File: config.mk
export PLATFORM = sky130hd
export DESIGN_NAME = acc_flag_widen_multi_flat
export DESIGN_NICKNAME = d
export VERILOG_FILES = /design/src/rtl/acc_flag_widen_multi_if.sv /design/src/rtl/acc_flag_widen_multi.sv /design/src/flat_wrapper.sv
export SDC_FILE = /design/constraint.sdc
export NUM_CORES = 1
export LEC_CHECK = 0
export BUFFER_PORTS_ARGS = -buffer_cell sky130_fd_sc_hd__buf_2
export CAP_MARGIN = 25
export CORE_MARGIN = 5
export CORE_UTILIZATION = 45
export DETAILED_ROUTE_END_ITERATION = 6
export PLACE_DENSITY = 0.71
export SLEW_MARGIN = 20
export SYNTH_ARGS = -nofsm -noshare
export SYNTH_HDL_FRONTEND = slang
export SYNTH_SLANG_ARGS = --single-unit
File: constraint.sdc
create_clock -name clk_i -period 8.95 [get_ports clk_i]
set_clock_uncertainty 0.1 [all_clocks]
set_input_delay 2.685 -clock clk_i [delete_from_list [all_inputs] [get_ports clk_i]]
set_output_delay 2.685 -clock clk_i [all_outputs]
set_load 0.05 [all_outputs]
File: src/rtl/acc_flag_widen_multi_if.sv
// Control, per-channel flag and sample pass-through signals of the ACC flag widening stage.
// master drives the controls and samples; slave is the widening/combine stage.
interface acc_flag_widen_multi_if #(
  parameter int unsigned CH_NUM   = 3,
  parameter int unsigned CNT_WID  = 16,
  parameter int unsigned DATA_WID = 16,
  parameter int unsigned SEL_WID  = 2
);
  logic                laser_start_i;
  logic                filter_en_i;
  logic                single_track_i;
  logic [SEL_WID-1:0]  single_ch_sel_i;
  logic                retrig_mode_i;
  logic [CNT_WID-1:0]  detect_width_para_i;
  logic [CH_NUM-1:0]   ch_result_i;
  logic [CH_NUM-1:0]   ch_invert_i;
  logic [CH_NUM-1:0]   ch_bypass_i;
  logic                filter_vld_i;
  logic [DATA_WID-1:0] filter_data_i;
  logic [CH_NUM-1:0]   widen_result_o;
  logic                filter_vld_o;
  logic [DATA_WID-1:0] filter_data_o;
  logic                acc_result_o;
  logic [CNT_WID-1:0]  acc_event_cnt_o;

  modport master (
    output laser_start_i, filter_en_i, single_track_i, single_ch_sel_i, retrig_mode_i,
           detect_width_para_i, ch_result_i, ch_invert_i, ch_bypass_i,
           filter_vld_i, filter_data_i,
    input  widen_result_o, filter_vld_o, filter_data_o, acc_result_o, acc_event_cnt_o
  );

  modport slave (
    input  laser_start_i, filter_en_i, single_track_i, single_ch_sel_i, retrig_mode_i,
           detect_width_para_i, ch_result_i, ch_invert_i, ch_bypass_i,
           filter_vld_i, filter_data_i,
    output widen_result_o, filter_vld_o, filter_data_o, acc_result_o, acc_event_cnt_o
  );
endinterface

File: src/rtl/acc_flag_widen_multi.sv
// N-channel detect-pulse widening, ACC combine with edge counter, and
// sample pass-through delayed to stay aligned with the ACC result.
module acc_flag_widen_multi #(
  parameter int unsigned CH_NUM   = 3,
  parameter int unsigned CNT_WID  = 16,
  parameter int unsigned DATA_WID = 16,
  parameter int unsigned SEL_WID  = 2
) (
  input logic                  clk_i,
  input logic                  rst_i,
  acc_flag_widen_multi_if.slave bus
);

  typedef enum logic {IDLE, WIDEN} state_t;

  localparam logic [CNT_WID-1:0] ONE = CNT_WID'(1);

  state_t              state     [CH_NUM];
  state_t              state_nxt [CH_NUM];
  logic [CNT_WID-1:0]  cnt       [CH_NUM];
  logic [CNT_WID-1:0]  cnt_nxt   [CH_NUM];
  logic [CNT_WID-1:0]  width_eff;
  logic [CH_NUM-1:0]   widen;
  logic [CH_NUM-1:0]   term;
  logic                sel_bit;
  logic                acc_nxt;
  logic                acc_q;
  logic [CNT_WID-1:0]  event_cnt;
  logic [1:0]          vld_d;
  logic [DATA_WID-1:0] data_d1;
  logic [DATA_WID-1:0] data_d2;

  assign width_eff = (bus.detect_width_para_i == '0) ? ONE : bus.detect_width_para_i;

  // Exit uses >= so a width lowered below the running count ends on the next valid sample.
  always_comb begin
    for (int unsigned k = 0; k < CH_NUM; k++) begin
      state_nxt[k] = state[k];
      cnt_nxt[k]   = cnt[k];
      if (!bus.filter_en_i) begin
        state_nxt[k] = IDLE;
        cnt_nxt[k]   = '0;
      end else begin
        case (state[k])
          IDLE: begin
            if (bus.ch_result_i[k]) begin
              state_nxt[k] = WIDEN;
              cnt_nxt[k]   = '0;
            end
          end
          WIDEN: begin
            if (bus.ch_result_i[k] && bus.retrig_mode_i) begin
              cnt_nxt[k] = '0;
            end else if (bus.filter_vld_i) begin
              if (cnt[k] >= width_eff - ONE) begin
                state_nxt[k] = IDLE;
                cnt_nxt[k]   = '0;
              end else begin
                cnt_nxt[k] = cnt[k] + ONE;
              end
            end
          end
          default: begin
            state_nxt[k] = IDLE;
            cnt_nxt[k]   = '0;
          end
        endcase
      end
    end
  end

  always_ff @(posedge clk_i) begin
    for (int unsigned k = 0; k < CH_NUM; k++) begin
      if (rst_i) begin
        state[k] <= IDLE;
        cnt[k]   <= '0;
      end else begin
        state[k] <= state_nxt[k];
        cnt[k]   <= cnt_nxt[k];
      end
    end
  end

  always_comb begin
    widen   = '0;
    sel_bit = 1'b0;
    for (int unsigned k = 0; k < CH_NUM; k++) begin
      widen[k] = (state[k] == WIDEN);
      if (bus.single_ch_sel_i == SEL_WID'(k)) sel_bit = (state[k] == WIDEN);
    end
    term    = bus.ch_bypass_i | (widen ^ bus.ch_invert_i);
    acc_nxt = 1'b0;
    if (!bus.laser_start_i)      acc_nxt = 1'b0;
    else if (bus.single_track_i) acc_nxt = sel_bit;
    else if (bus.filter_en_i)    acc_nxt = &term;
  end

  // Counter moves on the same edge acc_q rises, so both become visible together.
  always_ff @(posedge clk_i) begin
    if (rst_i) begin
      acc_q     <= 1'b0;
      event_cnt <= '0;
      vld_d     <= '0;
      data_d1   <= '0;
      data_d2   <= '0;
    end else begin
      acc_q   <= acc_nxt;
      vld_d   <= {vld_d[0], bus.filter_vld_i};
      data_d1 <= bus.filter_data_i;
      data_d2 <= data_d1;
      if (!bus.laser_start_i)
        event_cnt <= '0;
      else if (acc_nxt && !acc_q && (event_cnt != '1))
        event_cnt <= event_cnt + ONE;
    end
  end

  assign bus.widen_result_o  = widen;
  assign bus.acc_result_o    = acc_q;
  assign bus.acc_event_cnt_o = event_cnt;
  assign bus.filter_vld_o    = vld_d[1];
  assign bus.filter_data_o   = data_d2;

endmodule

File: src/flat_wrapper.sv
// flat-port wrapper written by rule: the top's interface ports become plain ports
module acc_flag_widen_multi_flat 
#(
  parameter int unsigned CH_NUM   = 3,
  parameter int unsigned CNT_WID  = 16,
  parameter int unsigned DATA_WID = 16,
  parameter int unsigned SEL_WID  = 2
)
  (clk_i, rst_i, bus_laser_start_i, bus_filter_en_i, bus_single_track_i, bus_single_ch_sel_i, bus_retrig_mode_i, bus_detect_width_para_i, bus_ch_result_i, bus_ch_invert_i, bus_ch_bypass_i, bus_filter_vld_i, bus_filter_data_i, bus_widen_result_o, bus_filter_vld_o, bus_filter_data_o, bus_acc_result_o, bus_acc_event_cnt_o);
  acc_flag_widen_multi_if #(.CH_NUM(CH_NUM), .CNT_WID(CNT_WID), .DATA_WID(DATA_WID), .SEL_WID(SEL_WID)) bus_i ();
  input logic clk_i;
  input logic rst_i;
  input wire logic [$bits(bus_i.laser_start_i)-1:0] bus_laser_start_i;
  input wire logic [$bits(bus_i.filter_en_i)-1:0] bus_filter_en_i;
  input wire logic [$bits(bus_i.single_track_i)-1:0] bus_single_track_i;
  input wire logic [$bits(bus_i.single_ch_sel_i)-1:0] bus_single_ch_sel_i;
  input wire logic [$bits(bus_i.retrig_mode_i)-1:0] bus_retrig_mode_i;
  input wire logic [$bits(bus_i.detect_width_para_i)-1:0] bus_detect_width_para_i;
  input wire logic [$bits(bus_i.ch_result_i)-1:0] bus_ch_result_i;
  input wire logic [$bits(bus_i.ch_invert_i)-1:0] bus_ch_invert_i;
  input wire logic [$bits(bus_i.ch_bypass_i)-1:0] bus_ch_bypass_i;
  input wire logic [$bits(bus_i.filter_vld_i)-1:0] bus_filter_vld_i;
  input wire logic [$bits(bus_i.filter_data_i)-1:0] bus_filter_data_i;
  output wire logic [$bits(bus_i.widen_result_o)-1:0] bus_widen_result_o;
  output wire logic [$bits(bus_i.filter_vld_o)-1:0] bus_filter_vld_o;
  output wire logic [$bits(bus_i.filter_data_o)-1:0] bus_filter_data_o;
  output wire logic [$bits(bus_i.acc_result_o)-1:0] bus_acc_result_o;
  output wire logic [$bits(bus_i.acc_event_cnt_o)-1:0] bus_acc_event_cnt_o;
  assign bus_i.laser_start_i = bus_laser_start_i;
  assign bus_i.filter_en_i = bus_filter_en_i;
  assign bus_i.single_track_i = bus_single_track_i;
  assign bus_i.single_ch_sel_i = bus_single_ch_sel_i;
  assign bus_i.retrig_mode_i = bus_retrig_mode_i;
  assign bus_i.detect_width_para_i = bus_detect_width_para_i;
  assign bus_i.ch_result_i = bus_ch_result_i;
  assign bus_i.ch_invert_i = bus_ch_invert_i;
  assign bus_i.ch_bypass_i = bus_ch_bypass_i;
  assign bus_i.filter_vld_i = bus_filter_vld_i;
  assign bus_i.filter_data_i = bus_filter_data_i;
  assign bus_widen_result_o = bus_i.widen_result_o;
  assign bus_filter_vld_o = bus_i.filter_vld_o;
  assign bus_filter_data_o = bus_i.filter_data_o;
  assign bus_acc_result_o = bus_i.acc_result_o;
  assign bus_acc_event_cnt_o = bus_i.acc_event_cnt_o;
  acc_flag_widen_multi #(.CH_NUM(CH_NUM), .CNT_WID(CNT_WID), .DATA_WID(DATA_WID), .SEL_WID(SEL_WID)) u_core (.clk_i(clk_i), .rst_i(rst_i), .bus(bus_i));
endmodule
After elaboration in Yosys (flattened, before gate mapping)
Memories as Yosys holds them, arrays and structs flattened.
Cells that the tools add are included.
- register bits: 51
- memories: 2
- memory bits (writable): 51
- output and inout port bits: 37
- memories (memory ; depth ; bits a word ; rd ports ; clocked after Yosys merged registers in ; wr ports ; RTL line ; text):
    u_core.cnt ; 3 ; 16 ; 3 ; 0 ; 3 ; acc_flag_widen_multi.sv:20 ; logic [CNT_WID-1:0] cnt [CH_NUM];
    u_core.state ; 3 ; 1 ; 3 ; 0 ; 3 ; acc_flag_widen_multi.sv:18 ; state_t state [CH_NUM];
- bitwise logic cells: 12
- mux-type cells: 52
- equality and inequality tests: 3
- $lt $le $gt $ge: 3
- reductions and logical operators: 10
- add/subtract/negate cells: 5
- operators with widths (kind ; count):
    2-to-1 mux 16 bit ; 19
    one-hot mux 16 bit (2 select lines) ; 3
    adder 16 x 1 -> 16 bit (second input constant) ; 4
    greater-or-equal comparator 16 bit ; 3
    2-to-1 mux 1 bit ; 27
    zero test 16 bit ; 1
    inequality test 16 bit (second input constant) ; 1
    subtractor 16 x 1 -> 16 bit (second input constant) ; 1
    bitwise OR 1 bit ; 6
    one-hot mux 1 bit (2 select lines) ; 3
    logical AND 1 bit ; 5
    NOT 1 bit ; 4
    bitwise OR 3 bit ; 1
    AND reduction 3 bit ; 1
    XOR 3 bit ; 1
    == test 2 x 1 -> 1 bit (second input constant) ; 1
    == test 2 bit (second input constant) ; 1
    zero test 2 bit ; 1
    OR reduction 2 bit ; 1
    zero test 1 bit ; 1

Logic depth before layout (Yosys ltp)
Gate-level depths: netlist (run 1).
- depth after elaboration: 10
- depth in mapped cells: 19
- mapped depth without buffers: 17

Worst setup path after synthesis (run 1)
OpenSTA, ideal clock, no wires.
- kind: in2reg
- from: in bus_detect_width_para_i[9]
- to: mem u_core.cnt[2][5]
- stages on the path: 19
- arrival: 6.745 ns
- path buffers: 2
- library setup time: 0.106 ns
- slack: 1.999 ns
- required time: 8.744 ns
- path through: or4_4 -> or3_2 -> nor4_1 -> a21oi_1 -> ha_1 -> nor3b_1 -> nand2_1 -> nor4_1 -> xnor2_1 -> ha_1 -> a21o_1 -> a21o_1 -> a21oi_1 -> and3_1 -> and2_1 -> clkbuf_1 -> buf_1 -> nand4_1 -> o311ai_0
- RTL lines (item ; RTL line ; text):
    start, declared ; flat_wrapper.sv:18 ; input wire logic [$bits(bus_i.detect_width_para_i)-1:0] bus_detect_width_para_i;
    end, declared ; acc_flag_widen_multi.sv:20 ;

==> results.json, run 1 <==
{
  "die_area_um2": 15200,
  "cts_tree": "yes",
  "slew_viol_final": 0,
  "synth.yosys.seq_area_share": 0.354,
  "ys_ff_latch": 102,
  "grt.total_usage": 0.194,
  "vias": 5317,
  "numCtsBuffers": 9,
  "area_delta_synth_final_pct": 14.7,
  "drive_gt1_frac": 0.169,
  "final_nets": 853,
  "whs_endpoint": "u_core.bus.filter_data_o[14]$_SDFF_PP0_",
  "power_density_nw_per_um2": 141,
  "post-dp-hpwl_um": 11300,
  "root_buffer": "clkbuf_16",
  "synthArstFlopShare": 0,
  "grt_setup_unrepaired": "no",
  "wl_per_cell_um": 15.6,
  "ant_nets": 0,
  "critPathMaxFanout": 18,
  "drc": 0,
  "synth_largest_area_cell": "dfxtp_1",
  "cp-start-kind": "input pin",
  "endpoint_kind": "flop",
  "post_cts_buffers": 0,
  "clk_path_buf_depth": 2,
  "antenna_found_initial": 1,
  "fin_crit_sh": 0.835,
  "ir_worst_vdd_mv": 0.0821,
  "drt_first_pass_iters": 5,
  "grt_pass1_wl_um": 23600,
  "synthTopCellsByArea": "dfxtp_1, ha_1, nand2_1, nor2b_1, nand3_1",
  "reg2reg_setup_slack_ns": 5.84,
  "fin_crit_ns": 7.47,
  "ys_types": 59,
  "n_antenna_cell": 0,
  "io_pins": 87,
  "die_h_um": 123,
  "syn_area_per_cell_um2": 8.52,
  "synthCells": 677,
  "gr-total-overflow": 0,
  "port_buffers": 86,
  "clk_latency_ns": 0.35,
  "worstHoldPathType": "flop to flop",
  "hold_violations": 0,
  "cts_sinks": 102,
  "min_path_cells": 1,
  "maxCapViolations": 0,
  "grt_max_degree": 39,
  "clock.fmax_mhz": 134,
  "num_rows": 41,
  "synth_most_common_cell": "dfxtp_1",
  "hp-start": "u_core.data_d1[14]$_SDFF_PP0_",
  "r2r_start": "u_core.cnt[2][13]$_SDFFE_PP0P_",
  "yosys-top-cells-count": "dfxtp_1, nand2_1, ha_1",
  "yosys_warnings": 0,
  "drt_wl_total_um": 14500,
  "gp_congestion": 0.875,
  "synth_top_area_frac": 0.354,
  "arrival_ns": 7.60,
  "reg2reg_depth": 8,
  "viasPerCell": 5.72,
  "critPathKind": "input pin to flop",
  "initial_core_util": 0.457,
  "drt_iter0_drc": 349,
  "cp.required_ns": 9.08,
  "cts_resized": 0,
  "setup_viol": 0,
  "core_area_um2": 12600,
  "syn_area_um2": 5770,
  "h-tree-depth": 3,
  "path_clk_slew_ns": 0.07,
  "ys.flop_type": "dfxtp_1",
  "synth_nets": 777,
  "tightest_slew_ns": 0.901,
  "dpl_cell_area_um2": 6320,
  "r2r-end": "u_core.cnt[2][12]$_SDFFE_PP0P_",
  "stdcell_area_um2": 6620,
  "relSlewSlack": 0.397,
  "synth_edf_count": 0,
  "p_leak_nw": 2.74,
  "status": "complete, no violations",
  "fillers": 1198,
  "fin_tns_setup_ns": 0,
  "die_x_um": 123,
  "postCtsHoldBufs": 0,
  "grt_pass1_vias": 4933
}
[area by class of cell]
cell class / count / area [um2] / area share
Sequential cell: 102 / 2040 / 0.309
Multi-Input combinational cell: 531 / 3540 / 0.535
Clock inverter: 7 / 65.1 / 0.00983
Tap cell: 172 / 215 / 0.0325
Clock buffer: 9 / 225 / 0.0340
Timing Repair Buffer: 90 / 460 / 0.0696
Inverter: 19 / 71.3 / 0.0108
[logic make-up (layout without fill, tap and decap cells)]
kind of cell / count (synthesis) / count (layout) / share of synthesized area
buffers and inverters: 44 / 125 / 0.0327
AO/OA/AOI/OAI: 139 / 139 / 0.164
flip-flops: 102 / 102 / 0.354
multiplexers: 13 / 13 / 0.0230
adder cells (fa/ha/maj): 50 / 50 / 0.108
XOR/XNOR: 32 / 32 / 0.0486
AND/OR/NAND/NOR: 297 / 297 / 0.270
[routing by layer]
layer / wire length, um / part of all wire / up-vias / track usage
met3: 1070 / 0.074 / 26 / 0.0444
met5: 13 / 0.00090 / - / 0
met1: 6700 / 0.46 / 2466 / 0.250
met2: 6470 / 0.45 / 196 / 0.326
li1: - / - / 2627 / -
met4: 265 / 0.018 / 2 / 0.0567
[state kept, by name (all words and copies together), names as in the netlist]
signal,cells
u_core.vld_d,2
u_core.state,3
u_core.cnt,48
u_core.bus.acc_result_o,1
u_core.bus.filter_data_o,16
u_core.bus.acc_event_cnt_o,16
u_core.data_d1,16
[through the flow]
step                       util  hold WS [ns]  power (mW)  setup slack [ns]  instances
after floorplan               -         0.314       0.536              2.00        677
after global placement    0.501         0.317       0.564              1.48        913
after detailed placement  0.501         0.324       0.567              1.15        913
after CTS                 0.524         0.338       0.943              1.51        929
after global routing      0.524         0.344       0.971              1.05        930
final                     0.524         0.332       0.935              1.48        930
[critical path, stage by stage]
cell and delay (ns):
buf_2 0.14, or4_4 0.56, or3_2 0.45, nor4_1 0.29, a21oi_1 0.22, ha_1 0.25
nor3b_1 0.19, nand2_1 0.16, nor4_1 0.09, xnor2_1 0.19, ha_1 0.22, a21o_1 0.17
a21o_1 0.17, a21oi_1 0.21, and3_1 0.24, and2_1 0.56, nand2_1 0.37, o311ai_0 0.42
[worst max-delay path by stage]
| stage | startpoint | endpoint | cells after the start |
|---|---|---|---|
| finish | bus_detect_width_para_i[9] | u_core.cnt[2][12]$_SDFFE_PP0P_ | 18 |
| global route | bus_detect_width_para_i[9] | u_core.cnt[0][8]$_SDFFE_PP0P_ | 18 |
| CTS | bus_detect_width_para_i[9] | u_core.cnt[0][8]$_SDFFE_PP0P_ | 18 |
| detailed placement | bus_detect_width_para_i[9] | u_core.cnt[0][8]$_SDFFE_PP0P_ | 18 |
| global placement | bus_detect_width_para_i[9] | u_core.cnt[0][7]$_SDFFE_PP0P_ | 17 |
| floorplan | bus_detect_width_para_i[9] | u_core.cnt[2][5]$_SDFFE_PP0P_ | 19 |
[power breakdown]
| part | internal, mW | switching (mW) |
|---|---|---|
| clock | 0.194 | 0.184 |
| combinational | 0.0321 | 0.0600 |
| sequential | 0.462 | 0.00337 |
[layout by cell type, fill, tap and decap left out, types with 7 or more instances in the layout]
| cell | netlist | routed |
|---|---|---|
| nor3_1 | 17 | 17 |
| xor2_1 | 10 | 10 |
| clkbuf_16 | 0 | 9 |
| buf_2 | 4 | 86 |
| nand2_1 | 67 | 67 |
| o311ai_0 | 7 | 7 |
| and3_1 | 15 | 15 |
| nor2_1 | 43 | 43 |
| nand3_1 | 44 | 44 |
| nor2b_1 | 39 | 39 |
| o21ai_0 | 23 | 23 |
| a211oi_1 | 8 | 8 |
| or2_2 | 7 | 7 |
| a31oi_1 | 23 | 23 |
| nand4_1 | 19 | 19 |
| nor4_1 | 8 | 8 |
| mux2i_1 | 11 | 11 |
| a21o_1 | 13 | 13 |
| xnor2_1 | 22 | 22 |
| a21oi_1 | 25 | 25 |
| dfxtp_1 | 102 | 102 |
| inv_1 | 19 | 19 |
| ha_1 | 50 | 50 |
No activity file was read; power rests on OpenSTA's default activity.
==> run 2, diff against run 1 <==
Settings changed: ABC_AREA from default to 1.
Clock period 8.95 ns to 7.2 ns, I/O delays scaled along.
==> run 2 against run 1 <==
Compared with the run above: utilization rose by 0.36 points; combinational power grew 35%; global-route usage is 0.78 points lower; flip-flop and latch count stayed put; via count up 7.6%; non-clock buffer count is 1 higher; register-to-register slack got worse by 1.0 ns; clock-buffer cell count is the same; critical path depth increased by 1; critical path type unchanged.
==> results.json, run 2 <==
{
  "gr-total-overflow": 0,
  "dp_slack_ns": 1.68,
  "synth_top_family_by_area": "simple AND/OR/NAND/NOR gates",
  "port_buffers": 86,
  "area_delta_synth_final_pct": 14.0,
  "synthTopCellsByArea": "dfxtp_1, nand2_1, ha_1, inv_1, a21oi_1",
  "instances_no_fill": 1129,
  "syn_area_um2": 6180,
  "synth_compound_area_frac": 0.0929,
  "ant_nets": 0,
  "status": "complete, no violations",
  "synth_xor_area_frac": 0.0751,
  "tightest_slew_ns": 0.914,
  "io_pins": 87,
  "cp-endpoint": "u_core.cnt[2][7]$_SDFFE_PP0P_",
  "ys_types": 39,
  "cts_tree": "yes",
  "p_leak_nw": 3.35,
  "reg2reg_setup_slack_ns": 4.79,
  "grt_pass1_wl_um": 25000,
  "initial_core_util": 0.463,
  "final_nets": 1048,
  "synthArstFlopShare": 0,
  "drive_gt1_frac": 0.146,
  "timing.final.ws_setup_ns": 2.05,
  "gp_congestion": 0.864,
  "synth_nets": 972,
  "reg2reg_depth": 10,
  "clk_latency_ns": 0.35,
  "ys.flop_type": "dfxtp_1",
  "h-tree-depth": 3,
  "die_area_um2": 16200,
  "core_area_um2": 13300,
  "synth.yosys.seq_area_share": 0.330,
  "dr.max_layer_used": "met4",
  "wl_per_cell_um": 13.3,
  "drt_wl_total_um": 15000,
  "fillers": 1339,
  "r2r-end": "u_core.bus.acc_event_cnt_o[2]$_SDFFE_PP0P_",
  "drt_first_pass_iters": 5,
  "largest_reg_flops": 48,
  "startpoint": "bus_detect_width_para_i[5]",
  "viasPerCell": 5.07,
  "hold_violations": 0,
  "r2r_start": "u_core.bus.acc_event_cnt_o[0]$_SDFFE_PP0P_",
  "cp.required_ns": 7.39,
  "yosys_warnings": 0,
  "synth-simple-area-share": 0.289,
  "postCtsHoldBufs": 0,
  "grt_max_degree": 44,
  "relSlewSlack": 0.388,
  "synth_edf_count": 0,
  "drc": 0,
  "critPathMaxFanout": 17,
  "synthMuxAreaShare": 0.00162,
  "cts_sinks": 102,
  "wl_met1_um": 6890,
  "endpoint_kind": "flop",
  "drt_iter0_drc": 424,
  "fin_crit_ns": 5.15,
  "crit_slowest_cell": "a211oi_4",
  "slowest_delay_ns": 0.63,
  "ir_worst_vdd_mv": 0.147,
  "ys_ff_latch": 102,
  "syn_area_per_cell_um2": 7.09,
  "post-dp-hpwl_um": 11100,
  "yosys-top-cells-count": "nand2_1, inv_1, dfxtp_1",
  "antenna_found_initial": 0,
  "placed_cells": 1113,
  "vias": 5722,
  "clk_path_buf_depth": 2,
  "yosys.area_share.adder": 0.101,
  "fin_tns_setup_ns": 0,
  "layout_common_cells": "nand2_1, inv_1, dfxtp_1, buf_2, nor2_1",
  "arrival_ns": 5.33,
  "die_h_um": 127,
  "numCtsBuffers": 9,
  "post_cts_buffers": 0,
  "root_buffer": "clkbuf_16",
  "setup_viol": 0,
  "mostFrequentLayoutCell": "nand2_1",
  "synth_most_common_cell": "nand2_1",
  "fin_util": 0.528,
  "maxCapViolations": 0,
  "n_antenna_cell": 0,
  "power_density_nw_per_um2": 170,
  "largest_register": "u_core.cnt",
  "slew_viol_final": 0,
  "num_rows": 42,
  "grt_pass1_vias": 5384,
  "synthCells": 872,
  "synth_largest_area_cell": "dfxtp_1",
  "synth_top_area_frac": 0.330,
  "die_x_um": 127,
  "fin_crit_sh": 0.715,
  "cp-start-kind": "input pin",
  "crit_chain": "buf_2 -> nor2_1 -> nand2_1 -> nor2_1 -> nand2_2 -> nand2_1 -> inv_1 -> ha_1 -> nand2_1 -> nor2_1 -> nand3_1 -> nor3_1 -> xnor2_1 -> ha_1 -> inv_1 -> nor3_1 -> a211oi_4 -> nand4_1 -> a21oi_1",
  "dr_wl_met2_um": 6850,
  "grt.total_usage": 0.187,
  "path_clk_slew_ns": 0.08,
  "clock.fmax_mhz": 194,
  "cts_resized": 0,
  "critPathKind": "input pin to flop",
  "worstHoldPathType": "flop to flop",
  "grt_setup_unrepaired": "no",
  "wl_met3_um": 1050
}
run 2: cell types whose count changed in the layout (fill, tap and decap cells not counted), moves of 10 or more:
cell,previous run,this run
a21o_1,13,0
a21oi_1,25,78
a31oi_1,23,1
and3_1,15,1
inv_1,19,139
mux2i_1,11,1
nand2_1,67,167
nand4_1,19,50
nor2_1,43,85
nor2b_1,39,0
xor2_1,10,38
run 2: worst min path at each step:
stage / slack, ns / start / endpoint / cells after the start
2_1_floorplan: 0.29 / u_core.data_d1[0]$_SDFF_PP0_ / u_core.bus.filter_data_o[0]$_SDFF_PP0_ / 2
3_3_place_gp: 0.29 / u_core.data_d1[4]$_SDFF_PP0_ / u_core.bus.filter_data_o[4]$_SDFF_PP0_ / 2
3_5_place_dp: 0.29 / u_core.data_d1[4]$_SDFF_PP0_ / u_core.bus.filter_data_o[4]$_SDFF_PP0_ / 2
4_1_cts: 0.30 / u_core.data_d1[2]$_SDFF_PP0_ / u_core.bus.filter_data_o[2]$_SDFF_PP0_ / 2
5_1_grt: 0.32 / u_core.data_d1[1]$_SDFF_PP0_ / u_core.bus.filter_data_o[1]$_SDFF_PP0_ / 2
6_report: 0.30 / u_core.data_d1[2]$_SDFF_PP0_ / u_core.bus.filter_data_o[2]$_SDFF_PP0_ / 2
run 2: through the flow:
stage                     power [mW]  hold slack [ns]  instance area, um2
after global placement         0.713            0.289                6730
after CTS                       1.21            0.303                7050
after global routing            1.25            0.315                7050
after floorplan                0.673            0.288                6180
final                           1.20            0.299                7050
after detailed placement       0.716            0.294                6740
run 2: cells by family (layout without fill, tap and decap cells):
family          after synthesis  in the layout
mux                           1              1
fa+ha+maj                    50             50
xor+xnor                     53             53
simple gates                390            390
flops                       102            102
compound gates              107            107
buf+inv                     169            250
run 2: power by group:
group	total (mW)	internal (mW)	switching [mW]
clock	0.497	0.250	0.247
combinational	0.124	0.0373	0.0866
sequential	0.578	0.574	0.00432
run 2: final cells by class:
type	count	area, um2	area share
Clock buffer	9	225	0.0320
Clock inverter	7	86.3	0.0122
Inverter	143	537	0.0762
Multi-Input combinational cell	601	3470	0.492
Sequential cell	102	2040	0.290
Tap cell	176	220	0.0312
Timing Repair Buffer	91	468	0.0664
run 2: worst max-delay path: cells and delay by family:
kind            cells  cell delay [ns]
xor+xnor            1             0.23
simple gates       11             1.29
compound gates      2             0.80
fa+ha+maj           2             0.53
buf+inv             3             0.33
run 2: routing by layer:
layer  vias to the layer above  GRT usage
met4                         0     0.0555
met1                      2569      0.245
li1                       2962          -
met3                        19     0.0396
met5                         -          0
met2                       172      0.310
